File: config.mk
export PLATFORM = sky130hd
export DESIGN_NAME = morse_accumulator
export DESIGN_NICKNAME = d
export VERILOG_FILES = /design/src/rtl/morse_pkg.sv /design/src/rtl/morse_press_timer.sv /design/src/rtl/morse_accumulator.sv
export SDC_FILE = /design/constraint.sdc
export NUM_CORES = 1
export LEC_CHECK = 0
export ABC_AREA = 1
export CAP_MARGIN = 20
export CORE_UTILIZATION = 55
export DETAILED_ROUTE_END_ITERATION = 10
export PLACE_DENSITY = 0.84
export SLEW_MARGIN = 20
export SYNTH_ARGS = -nofsm -noshare
export SYNTH_HDL_FRONTEND = slang
export SYNTH_HIERARCHICAL = 1
export SYNTH_SLANG_ARGS = --single-unit
File: constraint.sdc
create_clock -name clock -period 3.46 [get_ports clock]
set_clock_uncertainty 0.1 [all_clocks]
set_input_delay 0.692 -clock clock [delete_from_list [all_inputs] [get_ports clock]]
set_output_delay 0.692 -clock clock [all_outputs]
set_load 0.005 [all_outputs]
File: src/rtl/morse_pkg.sv
// Shared symbol codes, FSM state encoding and press classifier for the Morse key accumulator.
package morse_pkg;

    localparam int unsigned SYM_W = 2;

    localparam logic [SYM_W-1:0] MORSE_NONE = 2'b00;
    localparam logic [SYM_W-1:0] MORSE_DOT  = 2'b01;
    localparam logic [SYM_W-1:0] MORSE_LINE = 2'b11;

    typedef enum logic [1:0] {
        IDLE         = 2'd0,
        PRESS        = 2'd1,
        WAIT_RELEASE = 2'd2,
        COMMIT       = 2'd3
    } morse_state_e;

    // Maps a press duration (in cycles) onto the symbol it encodes.
    function automatic logic [SYM_W-1:0] classify_press(
        input int unsigned cycles,
        input int unsigned min_cycles,
        input int unsigned dot_max
    );
        if (cycles < min_cycles) begin
            return MORSE_NONE;
        end else if (cycles <= dot_max) begin
            return MORSE_DOT;
        end
        return MORSE_LINE;
    endfunction

endpackage

File: src/rtl/morse_press_timer.sv
// Key synchroniser, saturating press-duration counter and dot/line classifier.
module morse_press_timer
    import morse_pkg::*;
#(
    parameter int unsigned MIN_PRESS_CYCLES = 2_500_000,
    parameter int unsigned DOT_MAX_CYCLES   = 12_500_000
) (
    input  logic             clock,
    input  logic             reset,
    input  logic             user_input,
    input  logic             start,
    input  logic             in_press,
    output logic             key_sync,
    output logic             sym_valid,
    output logic [SYM_W-1:0] sym
);

    localparam int unsigned CNT_MAX = DOT_MAX_CYCLES + 1;
    localparam int unsigned CNT_W   = $clog2(CNT_MAX + 1);

    logic             key_meta;
    logic [CNT_W-1:0] press_cnt;
    logic [SYM_W-1:0] press_sym;

    // Synchroniser is deliberately not reset so a key held through reset stays visible.
    always_ff @(posedge clock) begin
        key_meta <= user_input;
        key_sync <= key_meta;
    end

    always_ff @(posedge clock) begin
        if (reset || start) begin
            press_cnt <= '0;
        end else if (in_press && (press_cnt != CNT_W'(CNT_MAX))) begin
            press_cnt <= press_cnt + CNT_W'(1);
        end
    end

    // The counter lags the key by one cycle, so the release cycle sees duration-1.
    always_comb begin
        press_sym = classify_press(32'(press_cnt) + 32'd1, MIN_PRESS_CYCLES, DOT_MAX_CYCLES);
        sym_valid = 1'b0;
        sym       = MORSE_NONE;
        if (in_press && !key_sync && (press_sym != MORSE_NONE)) begin
            sym_valid = 1'b1;
            sym       = press_sym;
        end
    end

endmodule

File: src/rtl/morse_accumulator.sv
// Accumulates dot/line key presses into a word and strobes it out on commit.
// Optional MORSE_ACCUMULATOR_AUTO_COMMIT_EN adds an idle-gap auto-commit.
module morse_accumulator
    import morse_pkg::*;
#(
    parameter int unsigned MAX_SYMBOLS      = 5,
    parameter int unsigned MIN_PRESS_CYCLES = 2_500_000,
    parameter int unsigned DOT_MAX_CYCLES   = 12_500_000,
    parameter int unsigned GAP_CYCLES       = 50_000_000
) (
    input  logic                               clock,
    input  logic                               reset,
    input  logic                               user_input,
    input  logic                               next_input,
    output logic                               write,
    output logic [2*MAX_SYMBOLS-1:0]           q,
    output logic [$clog2(MAX_SYMBOLS+1)-1:0]   count,
    output logic                               overflow,
    output logic                               busy
);

    localparam int unsigned Q_W   = 2 * MAX_SYMBOLS;
    localparam int unsigned CNT_W = $clog2(MAX_SYMBOLS + 1);

    morse_state_e     state;
    logic             key_sync;
    logic             sym_valid;
    logic [SYM_W-1:0] sym;
    logic             next_meta;
    logic             next_sync;
    logic             next_prev;
    logic             next_rise_c;
    logic             pending;
    logic             gap_fire_c;
    logic             commit_go_c;
    logic             start_c;
    logic             in_press_c;

    assign commit_go_c = (state == IDLE) && pending && (count != '0);
    assign start_c     = (state == IDLE) && key_sync && !commit_go_c;
    assign in_press_c  = (state == PRESS);

    morse_press_timer #(
        .MIN_PRESS_CYCLES (MIN_PRESS_CYCLES),
        .DOT_MAX_CYCLES   (DOT_MAX_CYCLES)
    ) u_press_timer (
        .clock      (clock),
        .reset      (reset),
        .user_input (user_input),
        .start      (start_c),
        .in_press   (in_press_c),
        .key_sync   (key_sync),
        .sym_valid  (sym_valid),
        .sym        (sym)
    );

    // Commit request synchroniser plus one extra stage for rising-edge detection.
    always_ff @(posedge clock) begin
        next_meta <= next_input;
        next_sync <= next_meta;
        next_prev <= next_sync;
    end

    assign next_rise_c = next_sync && !next_prev;

`ifdef MORSE_ACCUMULATOR_AUTO_COMMIT_EN
    localparam int unsigned GAP_W = $clog2(GAP_CYCLES + 1);

    logic [GAP_W-1:0] gap_cnt;
    logic             gap_arm_c;

    assign gap_arm_c  = (state == IDLE) && !key_sync && (count != '0) && !pending;
    assign gap_fire_c = gap_arm_c && (gap_cnt == GAP_W'(GAP_CYCLES - 1));

    always_ff @(posedge clock) begin
        if (reset || !gap_arm_c || gap_fire_c) begin
            gap_cnt <= '0;
        end else begin
            gap_cnt <= gap_cnt + GAP_W'(1);
        end
    end
`else
    logic unused_gap;

    assign unused_gap = (GAP_CYCLES != 0);
    assign gap_fire_c = 1'b0;
`endif

    // Word-building FSM; a pending commit waits in IDLE and beats a new press.
    always_ff @(posedge clock) begin
        if (reset) begin
            state    <= key_sync ? WAIT_RELEASE : IDLE;
            busy     <= key_sync;
            write    <= 1'b0;
            q        <= '0;
            count    <= '0;
            overflow <= 1'b0;
            pending  <= 1'b0;
        end else begin
            write <= 1'b0;
            if (next_rise_c || gap_fire_c) begin
                pending <= 1'b1;
            end
            case (state)
                IDLE: begin
                    if (commit_go_c) begin
                        state <= COMMIT;
                        write <= 1'b1;
                    end else begin
                        if (pending) begin
                            pending <= 1'b0;
                        end
                        if (key_sync) begin
                            state <= PRESS;
                            busy  <= 1'b1;
                        end
                    end
                end
                PRESS: begin
                    if (!key_sync) begin
                        state <= IDLE;
                        busy  <= 1'b0;
                        if (sym_valid) begin
                            if (count == CNT_W'(MAX_SYMBOLS)) begin
                                overflow <= 1'b1;
                            end else begin
                                q     <= Q_W'({q, sym});
                                count <= count + CNT_W'(1);
                            end
                        end
                    end
                end
                WAIT_RELEASE: begin
                    if (!key_sync) begin
                        state <= IDLE;
                        busy  <= 1'b0;
                    end
                end
                COMMIT: begin
                    state    <= IDLE;
                    q        <= '0;
                    count    <= '0;
                    overflow <= 1'b0;
                    pending  <= 1'b0;
                end
                default: begin
                    state <= IDLE;
                    busy  <= 1'b0;
                end
            endcase
        end
    end

endmodule

==> metrics list, run 1 <==
- Outcome: finished, final reports clean
* Cell with the largest stage delay on the worst path: dfxtp_1
- Internal power comes to 1.28 mW.
- Kind of path behind the tightest hold check: register to register
- For this run, the register share of the synthesized area comes to 31.5%.
- The Yosys step of the flow raised 6 warnings.
- A synthesized cell averages 6.46 µm².
- Async set or reset register ratio after synthesis: 0%
- Summing all placed instances gives a cell area of 3350 µm².
- Slew @ Worst Pin: 0.507 ns
- Combinational share of power: 41.0%
- Cell repeated most along the worst path: nand2_1
- Along the worst path, the maximum fanout reaches 22.
- Cells with a size suffix above 1 make up 12.3% of the layout.
- Average wire per cell in the routed design: 12.7 µm
- In this design, the stage delay of the slowest critical-path cell is 0.42 ns.
- Max capacitance violation total: 0
* Wire length after detailed routing: 7.27 mm
- Sinks on Clock Net: 48
- Antenna Nets Post-Route: 0
* WS Path Type: register to register
* Data required, critical path: 3.57 ns
- Detailed Routing Iterations Pass 1: 5
* Drt via density: 5.37
- Number of ports placed on the die boundary: 20
* Worst max-slew margin expressed relative to the limit: 66.1%
- IO buf count: 19
- Entering global routing, the biggest net connects 35 pins.
- Leakage: 1.54 nW
* Number of clock buffers inserted by TritonCTS: 5
* Number of unique standard cell types used by synthesis: 32
* Final cell area excluding filler cells: 3470 µm²
* Gate count of the mapped netlist: 487
- Remaining DRCs: 0
- Clock period minus worst slack: 2.95 ns
- The number of gates resized after CTS was 0.
* Final number of hold-violating endpoints: 0
- After synthesis, the largest area contributor takes up 28.6% of total cell area.
- In this run, synthesis inferred 3 flip-flops with an integrated enable.
- The number of placed instances, taps included, is 567.
- Sequential cell fraction of total power: 39.7%
- Placer congestion estimate: 0.929
- Final HPWL DP: 5.52 mm
* Achievable clock frequency: 339 MHz
- Critical path buffer and inverter count: 1
* Initial antenna violation count: 0
- Total congestion overflow after global routing: 0
- The net count of the finished layout is 514.
- The count of final max-slew check failures is 0.
* Via count of the first global-routing pass: 2,864
- Net Count, Synth: 499
- Clock tree from TritonCTS: yes
* Number of synthesized register bits: 48
- Per report_power, the clock group accounts for 19.3% of the total.
* Most common library cell in the layout ignoring fill and taps: nand2_1
* CP cell instances: ha_1, nand2_1, nor2_4, nand2_1, nor2_1, nor2_1, nor2_1, nor2_1, nand2_1, nand2_1, a21oi_1, nand2_1, nand2_2, inv_1, nand2_2, nand2_2, nand2_4, nand2_1, nand2_1, nor2_2
- Layout-stage area growth over the synthesis result: 10.3%
* Area of the core: 5510 µm²
- In this run the power density over the cells is 627 nW/µm².
- Clock-pin slew was measured on the worst setup and hold paths at 0.10 ns.
- Util after Layout: 63.0%
- Number of antenna repair diodes: 0
* Post-synth top area cell: dfxtp_1
- Final hold analysis gives a worst-case slack of 0.237 ns.
- The longest clock path from root to sink contains 2 buffers.
* Cell types occupying the most area after synthesis: dfxtp_1, nand2_1, nor2_1
- Initial DRC Count: 192
- Setup repair after global routing left no endpoint under its margin.
- Master cell of the clock root buffer: clkbuf_8
- In the final timing run, aggregate negative setup slack is 0 ns.
* Startpoint kind of the worst setup timing path: register
- The library cells used most frequently in the layout, excluding fill and tap cells, are nand2_1, nor2_1, inv_1, dfxtp_1, a21oi_1.
- In this run the cell area of the synthesized design comes to 3150 µm².
- At the later pin of the worst-skew pair, clock insertion delay measures 0.31 ns.
- The floorplan step set the die width to 77.6 µm.
- The cell family contributing the most delay on the critical path is simple AND/OR/NAND/NOR gates.
- The worst setup path is captured at a register.
- Wire length of the first global-routing pass: 12.8 mm
* # H-tree levels: 2
* Post-layout instance count excluding filler cells: 575
* Sw frac: 41.0%
- Setup violations remaining at the end of the flow were counted as 0.
- The worst-case IR drop observed on VDD is 0.389 mV.
- Part of the cycle the worst path needs: 85.3%
* Main synth FF type: dfxtp_1
* Die Height: 77.6 µm
- The floorplan step defined a die boundary enclosing 6030 µm².
* Total global routing track utilization: 26.5%
- Number of placement rows: 27
- Across all layers, the routed design uses 3,090 vias.
- Buffers inserted to repair hold after CTS numbered 0.
* Arrival time of data at the critical path endpoint: 3.07 ns
- In this run the post-CTS setup repair buffer count came out at 0.
* Psw: 892 µW
- For this configuration, the core starts out at a cell density of 57.1%.
## registers in the layout, summed over array words and instances (netlist names)
register and flops:
busy 1, next_prev 1, q 10, u_press_timer/press_cnt 24, state 2, next_meta 1
count 3, pending 1, write 1, u_press_timer/key_sync 1, next_sync 1, u_press_timer/key_meta 1
overflow 1
## through the flow
stage / power (mW) / worst slack, ns
after floorplan: 1.51 / 1.04
after global placement: 1.72 / 0.707
after detailed placement: 1.76 / 0.564
after CTS: 2.18 / 0.554
after global routing: 2.36 / 0.221
final: 2.18 / 0.508
## cell families (layout without fill, tap and decap cells)
family	after synthesis	in the layout	share of synthesized area (%)
buf+inv	73	89	9.86
simple gates	278	278	41.8
fa+ha+maj	8	8	3.18
xor+xnor	5	5	1.39
flops	48	48	31.5
compound gates	75	75	12.3
## path summary, 6_finish.rpt
path                                                 from                        endpoint  slack (ns)  depth (start not counted)
setup / recovery  u_press_timer/press_cnt[1]$_SDFFE_PP0P_               q[3]$_SDFFE_PP0P_        0.51                         20
hold reg to reg            u_press_timer/key_meta$_DFF_P_  u_press_timer/key_sync$_DFF_P_        0.24                          0
setup reg to reg  u_press_timer/press_cnt[1]$_SDFFE_PP0P_               q[3]$_SDFFE_PP0P_        0.51                         20
hold / removal             u_press_timer/key_meta$_DFF_P_  u_press_timer/key_sync$_DFF_P_        0.24                          0
## layout make-up
type / instances / area [µm²]
clock buffer: 5 / 68.8
clock inverter: 3 / 47.5
fill: 509 / 2040
inverter: 61 / 229
multi-input combinational: 366 / 1840
sequential: 48 / 991
tap: 72 / 90.1
timing repair buffer: 20 / 198
## power by group through the flow
stage	Combinational [mW]	Clock, mW	Sequential [mW]
2_1_floorplan	0.673	0	0.837
3_3_place_gp	0.861	0	0.864
3_5_place_dp	0.889	0	0.872
4_1_cts	0.894	0.428	0.860
5_1_grt	1.03	0.453	0.884
6_report	0.892	0.420	0.864
## routing by layer
layer / global-route usage, % / share of wire [%] / vias up
met2: 45.2 / 48 / 71
met1: 32.3 / 45 / 1424
met3: 5.29 / 4.4 / 17
met4: 11.1 / 2.4 / 0
li1: - / - / 1578
met5: 0 / 0 / -
## synth_stat cells (2+ instances only)
cell / instances
clkbuf_1: 5
o21bai_1: 2
buf_2: 2
nand2_2: 24
inv_1: 54
a21oi_1: 39
dfxtp_1: 45
nor2_2: 10
nand2_1: 120
nor2_1: 58
buf_4: 2
o21ai_1: 3
xnor2_1: 2
o21ai_0: 29
nand3_1: 37
edfxtp_1: 3
nand4_1: 6
nor2_4: 2
nor3_1: 9
nand2_4: 4
nor2_8: 3
nand3_2: 2
inv_2: 7
ha_1: 8
xor2_1: 3
buf_6: 2
Note: power is estimated with default switching activity, not from simulation.
==> run 2, diff against run 1 <==
- CTS_BUF_LIST: unset -> sky130_fd_sc_hd__clkbuf_4 sky130_fd_sc_hd__clkbuf_8 sky130_fd_sc_hd__clkbuf_16
- CTS_CLUSTER_SIZE: unset -> 24
==> results of run 2 <==
The final DEF is identical to that of run 1; final timing and power are the same.
